**config.mk**
```make
export PLATFORM = sky130hd
export DESIGN_NAME = stream_demux_1x4
export DESIGN_NICKNAME = d
export VERILOG_FILES = /design/src/rtl/stream_demux_1x4.sv
export SDC_FILE = /design/constraint.sdc
export NUM_CORES = 1
export LEC_CHECK = 0
export BUFFER_PORTS_ARGS = -buffer_cell sky130_fd_sc_hd__buf_2
export CAP_MARGIN = 20
export CORE_MARGIN = 2
export CORE_UTILIZATION = 50
export CTS_CLUSTER_SIZE = 30
export DETAILED_ROUTE_END_ITERATION = 10
export PLACE_DENSITY_LB_ADDON = 0.15
export SYNTH_ARGS = -nofsm -noshare
export SYNTH_HDL_FRONTEND = slang
export SYNTH_SLANG_ARGS = --single-unit
```
**constraint.sdc**
```tcl
create_clock -name clk -period 1.75 [get_ports clk]
set_input_delay 0.0875 -clock clk [delete_from_list [all_inputs] [get_ports clk]]
set_output_delay 0.0875 -clock clk [all_outputs]
set_load 0.02 [all_outputs]
```
**src/rtl/stream_demux_1x4.sv**
```systemverilog
// Registered 1-to-4 stream demultiplexer. Each accepted input beat is
// steered by in_sel into one of four one-entry output slots. A slot that
// is draining this cycle can be refilled in the same cycle, so a single
// output sustains one beat per cycle. Each output keeps an 8-bit wrapping
// count of completed transfers.
module stream_demux_1x4 #(
  parameter int WIDTH = 8
) (
  input  logic               clk,
  input  logic               rst_n,
  input  logic               in_valid,
  output logic               in_ready,
  input  logic [WIDTH-1:0]   in_data,
  input  logic [1:0]         in_sel,
  output logic [3:0]         out_valid,
  input  logic [3:0]         out_ready,
  output logic [4*WIDTH-1:0] out_data,
  output logic [31:0]        out_cnt
);

  logic [3:0]       valid;
  logic [WIDTH-1:0] data [4];
  logic [7:0]       cnt  [4];
  logic [3:0]       drain;
  logic [3:0]       load;
  logic             accept;

  // A slot is free when empty or being drained this cycle; only the
  // addressed slot gates the input, so a stalled output blocks only its own beats.
  assign in_ready = ~valid[in_sel] | out_ready[in_sel];
  assign accept   = in_valid & in_ready;

  // Per-slot drain and load strobes.
  always_comb begin
    drain = valid & out_ready;
    load  = 4'b0000;
    load[in_sel] = accept;
  end

  genvar k;
  generate
    for (k = 0; k < 4; k++) begin : g_slot
      // Slot state: a load wins over a drain, and the drain still counts.
      always_ff @(posedge clk or negedge rst_n) begin
        if (!rst_n) begin
          valid[k] <= 1'b0;
          data[k]  <= '0;
          cnt[k]   <= 8'd0;
        end else begin
          if (drain[k]) begin
            cnt[k] <= cnt[k] + 8'd1;
          end
          if (load[k]) begin
            valid[k] <= 1'b1;
            data[k]  <= in_data;
          end else if (drain[k]) begin
            valid[k] <= 1'b0;
          end
        end
      end

      assign out_data[k*WIDTH +: WIDTH] = data[k];
      assign out_cnt[k*8 +: 8]          = cnt[k];
    end
  endgenerate

  assign out_valid = valid;

endmodule

```
**Word-level counts from Yosys, hierarchy flattened**

Cells that the tools add are included.
W data, S select, Z words.

- Register bits: 68
- Output and inout port bits: 69
- Word-level logic and storage cells: 42

- $add $sub $neg: 4
- Magnitude comparators: 2
- Multiplexer cells: 14
- Bitwise operators: 5
- Reduce and logical (&&, ||, !) cells: 5

Operators by type and width:

| cell | count |
|---|---|
| $add A8 B1 Y8 const B | 4 |
| $mux W1 | 11 |
| $and A4 B4 Y4 | 2 |
| $reduce_bool A2 Y1 | 4 |
| $bmux W1 S2 | 2 |
| $lt A2 B3 Y1 const B | 1 |
| $demux W1 S2 | 1 |
| $ge A2 B1 Y1 const B | 1 |
| $and A1 B1 Y1 | 1 |
| $logic_and A1 B1 Y1 | 1 |
| $not A1 Y1 | 1 |
| $or A1 B1 Y1 | 1 |

**Longest topological paths before layout**

- Depth in word-level cells: 7
- Gate-level depth with buffers: 4
- Gate-level depth less buffers: 4

**Worst setup path before layout**

OpenSTA, ideal clock, no wires.

- Kind: flip-flop to flip-flop
- From: register valid[2] (netlist: out_valid[2])
- To: register data, in the netlist out_data[16]
- Setup time: 125 ps
- Arrival: 1268 ps
- Required time: 1625 ps
- Slack: 357 ps
- Stages on the path, launching flop included: 4
- Path buffers: 0
- Clock period less this slack: 1393 ps
- Cells stage by stage: dfrtp_1 nand2b_1 nor3b_4 mux2_2

- Cells in the longest elaborated chain, start to end: 6

Ends and longest elaborated chain:

| what | RTL line | source |
|---|---|---|
| start: declaration | 21 | `logic [3:0] valid;` |
| start signal: indexed assignment | 46 | `valid[k] <= 1'b0;` |
| start signal: indexed assignment | 54 | `valid[k] <= 1'b1;` |
| start signal: indexed assignment | 57 | `valid[k] <= 1'b0;` |
| $bmux W1 S2 | 30 | `assign in_ready = ~valid[in_sel] \| out_ready[in_sel];` |
| $mux W1 (implied by the code) | 30 |  |
| $not A1 Y1 | 30 |  |
| $or A1 B1 Y1 | 30 |  |
| $and A1 B1 Y1 | 31 | `assign accept = in_valid & in_ready;` |
| $and A4 B4 Y4 (no source line) | -- |  |
| end signal: indexed assignment | 55 | `data[k] <= in_data;` |
| end: declaration | 22 | `logic [WIDTH-1:0] data [4];` |

No other way between the ends. The select of a mux whose other input is x is not followed.
A chain may end at the register's enable or synchronous reset.

**Worst setup path after layout**

- From: register valid[3] (netlist: out_valid[3])
- To: output in_ready

- Cells in the longest elaborated chain, start to end: 4

Ends and longest elaborated chain:

| what | RTL line | source |
|---|---|---|
| $bmux W1 S2 | 30 |  |
| $mux W1 (implied by the code) | 30 |  |
| $not A1 Y1 | 30 |  |
| $or A1 B1 Y1 | 30 |  |
| end: declaration | 12 | `output logic in_ready,` |

No other way between the ends. The select of a mux whose other input is x is not followed.

==> out/results.tsv <==
stage	metric	value	unit
critical_path	WS Path Type	flip-flop to output port	
clocking	maximum clock path buffer count	2	
sta	# setup viols final	0	
sta	final hold violations	0	
floorplan	die area	6131	sq um
power_and_ir_drop	PwrDens	1414	nW/um^2
sta	fin crit share	91.29	%
finish	share of cells above drive strength 1	47.80	%
drt	DRT antenna net count	0	
clocking	Clock H-tree levels	3	
power_and_ir_drop	clock share of power	25.8	%
clocking	cts repair resizes	0	
drt	WL final	5.227	mm
critical_path	arrival time at the worst endpoint	1.51	ns
sta	RSZ-0062 raised after global routing	no	
finish	# fillers	447	
drt	DR pass1 iterations	4	
floorplan	Die X	78.30	um
sta	Fmax	0.6260	GHz
finish	commonest non-fill, non-tap cell in the layout	buf_2	
clocking	CTS tree	built	
critical_path	Crit path max-delay family	multiplexers	
power_and_ir_drop	Logic pwr share	28.6	%
sta	max-slew violation count	0	
global_route	first-pass GRT wire length	8.804	mm
power_and_ir_drop	VDD IR-drop max	0.0008161	V
power_and_ir_drop	register share of total power	45.5	%
sta	skew final	0.007646	ns
finish	most used cells in the layout excluding fill and tap cells	85 x buf_2, 68 x dfrtp_1, 36 x mux2_2	
drt	DR WL/cell	14.24	um
global_route	vias in the first global route	1901	
finish	Layout Nets	311	
placement	Placement Setup Slack	0.2832	ns
placement	placed cell count	350	
logic_synthesis	synthesized area	2760	sq um
global_route	Congestion Overflow GR	0	
finish	Antenna Cells	0	
floorplan	Core ar.	5405	sq um
logic_synthesis	number of synthesized register bits	68	
finish	area added between synthesis and finish	26.61	%
floorplan	chip height	78.30	um
sta	Final min period	1.597	ns
clocking	post-CTS setup buffers	0	
logic_synthesis	register area share after synthesis	61.65	%
drt	DR vias	1856	
finish	final core occ	64.65	%
logic_synthesis	ys async rst share	100.0	%
floorplan	row count	27	
clocking	Root Driver	clkbuf_8	
power_and_ir_drop	P_int	3.247	mW
placement	Final GP Congestion	0.7420	
flow_run	max-cap viol count	0	
floorplan	initial core utilization	51.06	%
clocking	Reg clk slew, reported paths	0.07	ns
sta	relative slew slack	69.99	%
placement	hpwl dp	3.760	mm
critical_path	buffer and inverter count on the worst path	1	
hold_path	HP Class	input pin to flip-flop	
logic_synthesis	Post-synth EDFFs	0	
sta	TNS Setup	0	ns
global_route	initial antenna violation count	0	
sta	Slew @ Worst Pin	0.4497	ns
critical_path	worst path cell trace	nand2b_1 > mux4_2 > buf_2	
placement	# port buffers	85	
finish	Cell Count, Final, Fillers Out	367	
drt	Vias/cell	5.057	
critical_path	critical path capture point type	output port	
drt	Iteration-0 DRC Markers	82	
sta	worst setup margin	0.1525	ns
logic_synthesis	Synth cell types	22	
clocking	clock sink count	68	
run_status	run status	completed	
critical_path	critical path required time	1.66	ns
clocking	total CTS buffers	9	
logic_synthesis	Yosys warnings	0	
power_and_ir_drop	Lkg Pwr	1.711	nW
power_and_ir_drop	switch share	34.27	%
clocking	clock latency on the worst-skew pair	0.33	ns
logic_synthesis	Synth Area per Inst	14.08	sq um
logic_synthesis	Mapped Nets	217	
drt	DRC Markers	0	
global_route	largest net degree at the start of global routing	69	
global_route	Overall Global Routing Usage	18.69	%
critical_path	Slowest Stage Delay on Critical Path	0.48	ns
floorplan	I/O pin cnt	86	
critical_path	crit-path max FO	5	
critical_path	crit path launch type	flip-flop	
critical_path	Critical Path Slowest Stage Cell	mux4_2	
logic_synthesis	Cells after Synth	196	
logic_synthesis	commonest register cell after synthesis	dfrtp_1	
power_and_ir_drop	switching power	1.693	mW
[cells by family after synthesis]
group | after synthesis | synth area share, %
AND/OR/NAND/NOR | 52 | 11.06
buffers and inverters | 6 | 0.9065
multiplexers | 37 | 15.50
XOR/XNOR | 28 | 8.885
flip-flops | 68 | 61.65
adder cells (fa/ha/maj) | 4 | 1.813
AO/OA/AOI/OAI | 1 | 0.1811
[final timing paths]
kind                                     startpoint                       to  slack [ns]  cells past startpoint
max                        out_valid[3]$_DFFE_PN0P_                 in_ready        0.15                      3
max reg2reg                out_valid[1]$_DFFE_PN0P_  out_data[8]$_DFFE_PN0P_        0.28                      3
max in group asynchronous                     rst_n  out_data[5]$_DFFE_PN0P_        1.14                      3
min in group asynchronous                     rst_n  out_cnt[19]$_DFFE_PN0P_        0.30                      3
min reg2reg                 out_cnt[23]$_DFFE_PN0P_  out_cnt[23]$_DFFE_PN0P_        0.47                      1
min                                      in_data[2]  out_data[2]$_DFFE_PN0P_        0.04                      2
[per-layer routing]
metal / up-vias / track usage (%) / routed length (um)
li1: 870 / - / -
met1: 917 / 23.71 / 2293
met2: 55 / 28.71 / 2492
met3: 14 / 5.287 / 310
met4: 0 / 11.05 / 130
met5: - / 0 / 0
[area by class of cell]
type | instances | area, sq um | share of cell area [%]
clock buffers | 12 | 155.1 | 4.440
multi-input cells | 122 | 1033 | 29.57
well taps | 72 | 90.09 | 2.578
flip-flops and latches | 68 | 1702 | 48.69
clock inverters | 4 | 47.55 | 1.361
inverters | 1 | 3.754 | 0.1074
repair buffers | 88 | 462.9 | 13.25
[Yosys cell counts, types with 3 or more instances]
library cell	number	area, sq um
and2_1	3	18.77
nand4_1	14	87.58
nand2_1	14	52.55
clkbuf_1	3	11.26
nand2b_1	4	25.02
xnor2_1	24	210.2
and3_1	7	43.79
mux2_2	36	405.4
xor2_1	4	35.03
ha_1	4	50.05
dfrtp_1	68	1702
[repair_timing]
action | 4_1_cts | 5_1_grt
setup endpoints to repair | 0 | 0
hold buffers | 1 | 0
endpoints found under the hold margin | 68 | 0
[power groups by stage]
| stage | combinational (mW) | clock (mW) | sequential [mW] |
|---|---|---|---|
| 5_1_grt | 1.54 | 1.38 | 2.31 |
| 2_1_floorplan | 0.449 | 0 | 2.69 |
| 3_3_place_gp | 1.40 | 0 | 2.27 |
| 3_5_place_dp | 1.43 | 0 | 2.28 |
| 4_1_cts | 1.44 | 1.32 | 2.26 |
| 6_report | 1.41 | 1.28 | 2.25 |
[metrics by stage]
stage | cell area, sq um | hold WS (ns) | power [mW]
floorplan | 2760 | -0.2081 | 3.141
global placement | 3282 | 0.1385 | 3.671
detailed placement | 3282 | 0.1351 | 3.712
CTS | 3495 | 0.02382 | 5.008
global route | 3495 | 0.02857 | 5.234
finish | 3495 | 0.03885 | 4.941
[sequential cells by signal, indices dropped and copies added (netlist names)]
register and cells:
out_data 32, out_cnt 32, out_valid 4
(Power assumes the default switching activity.)
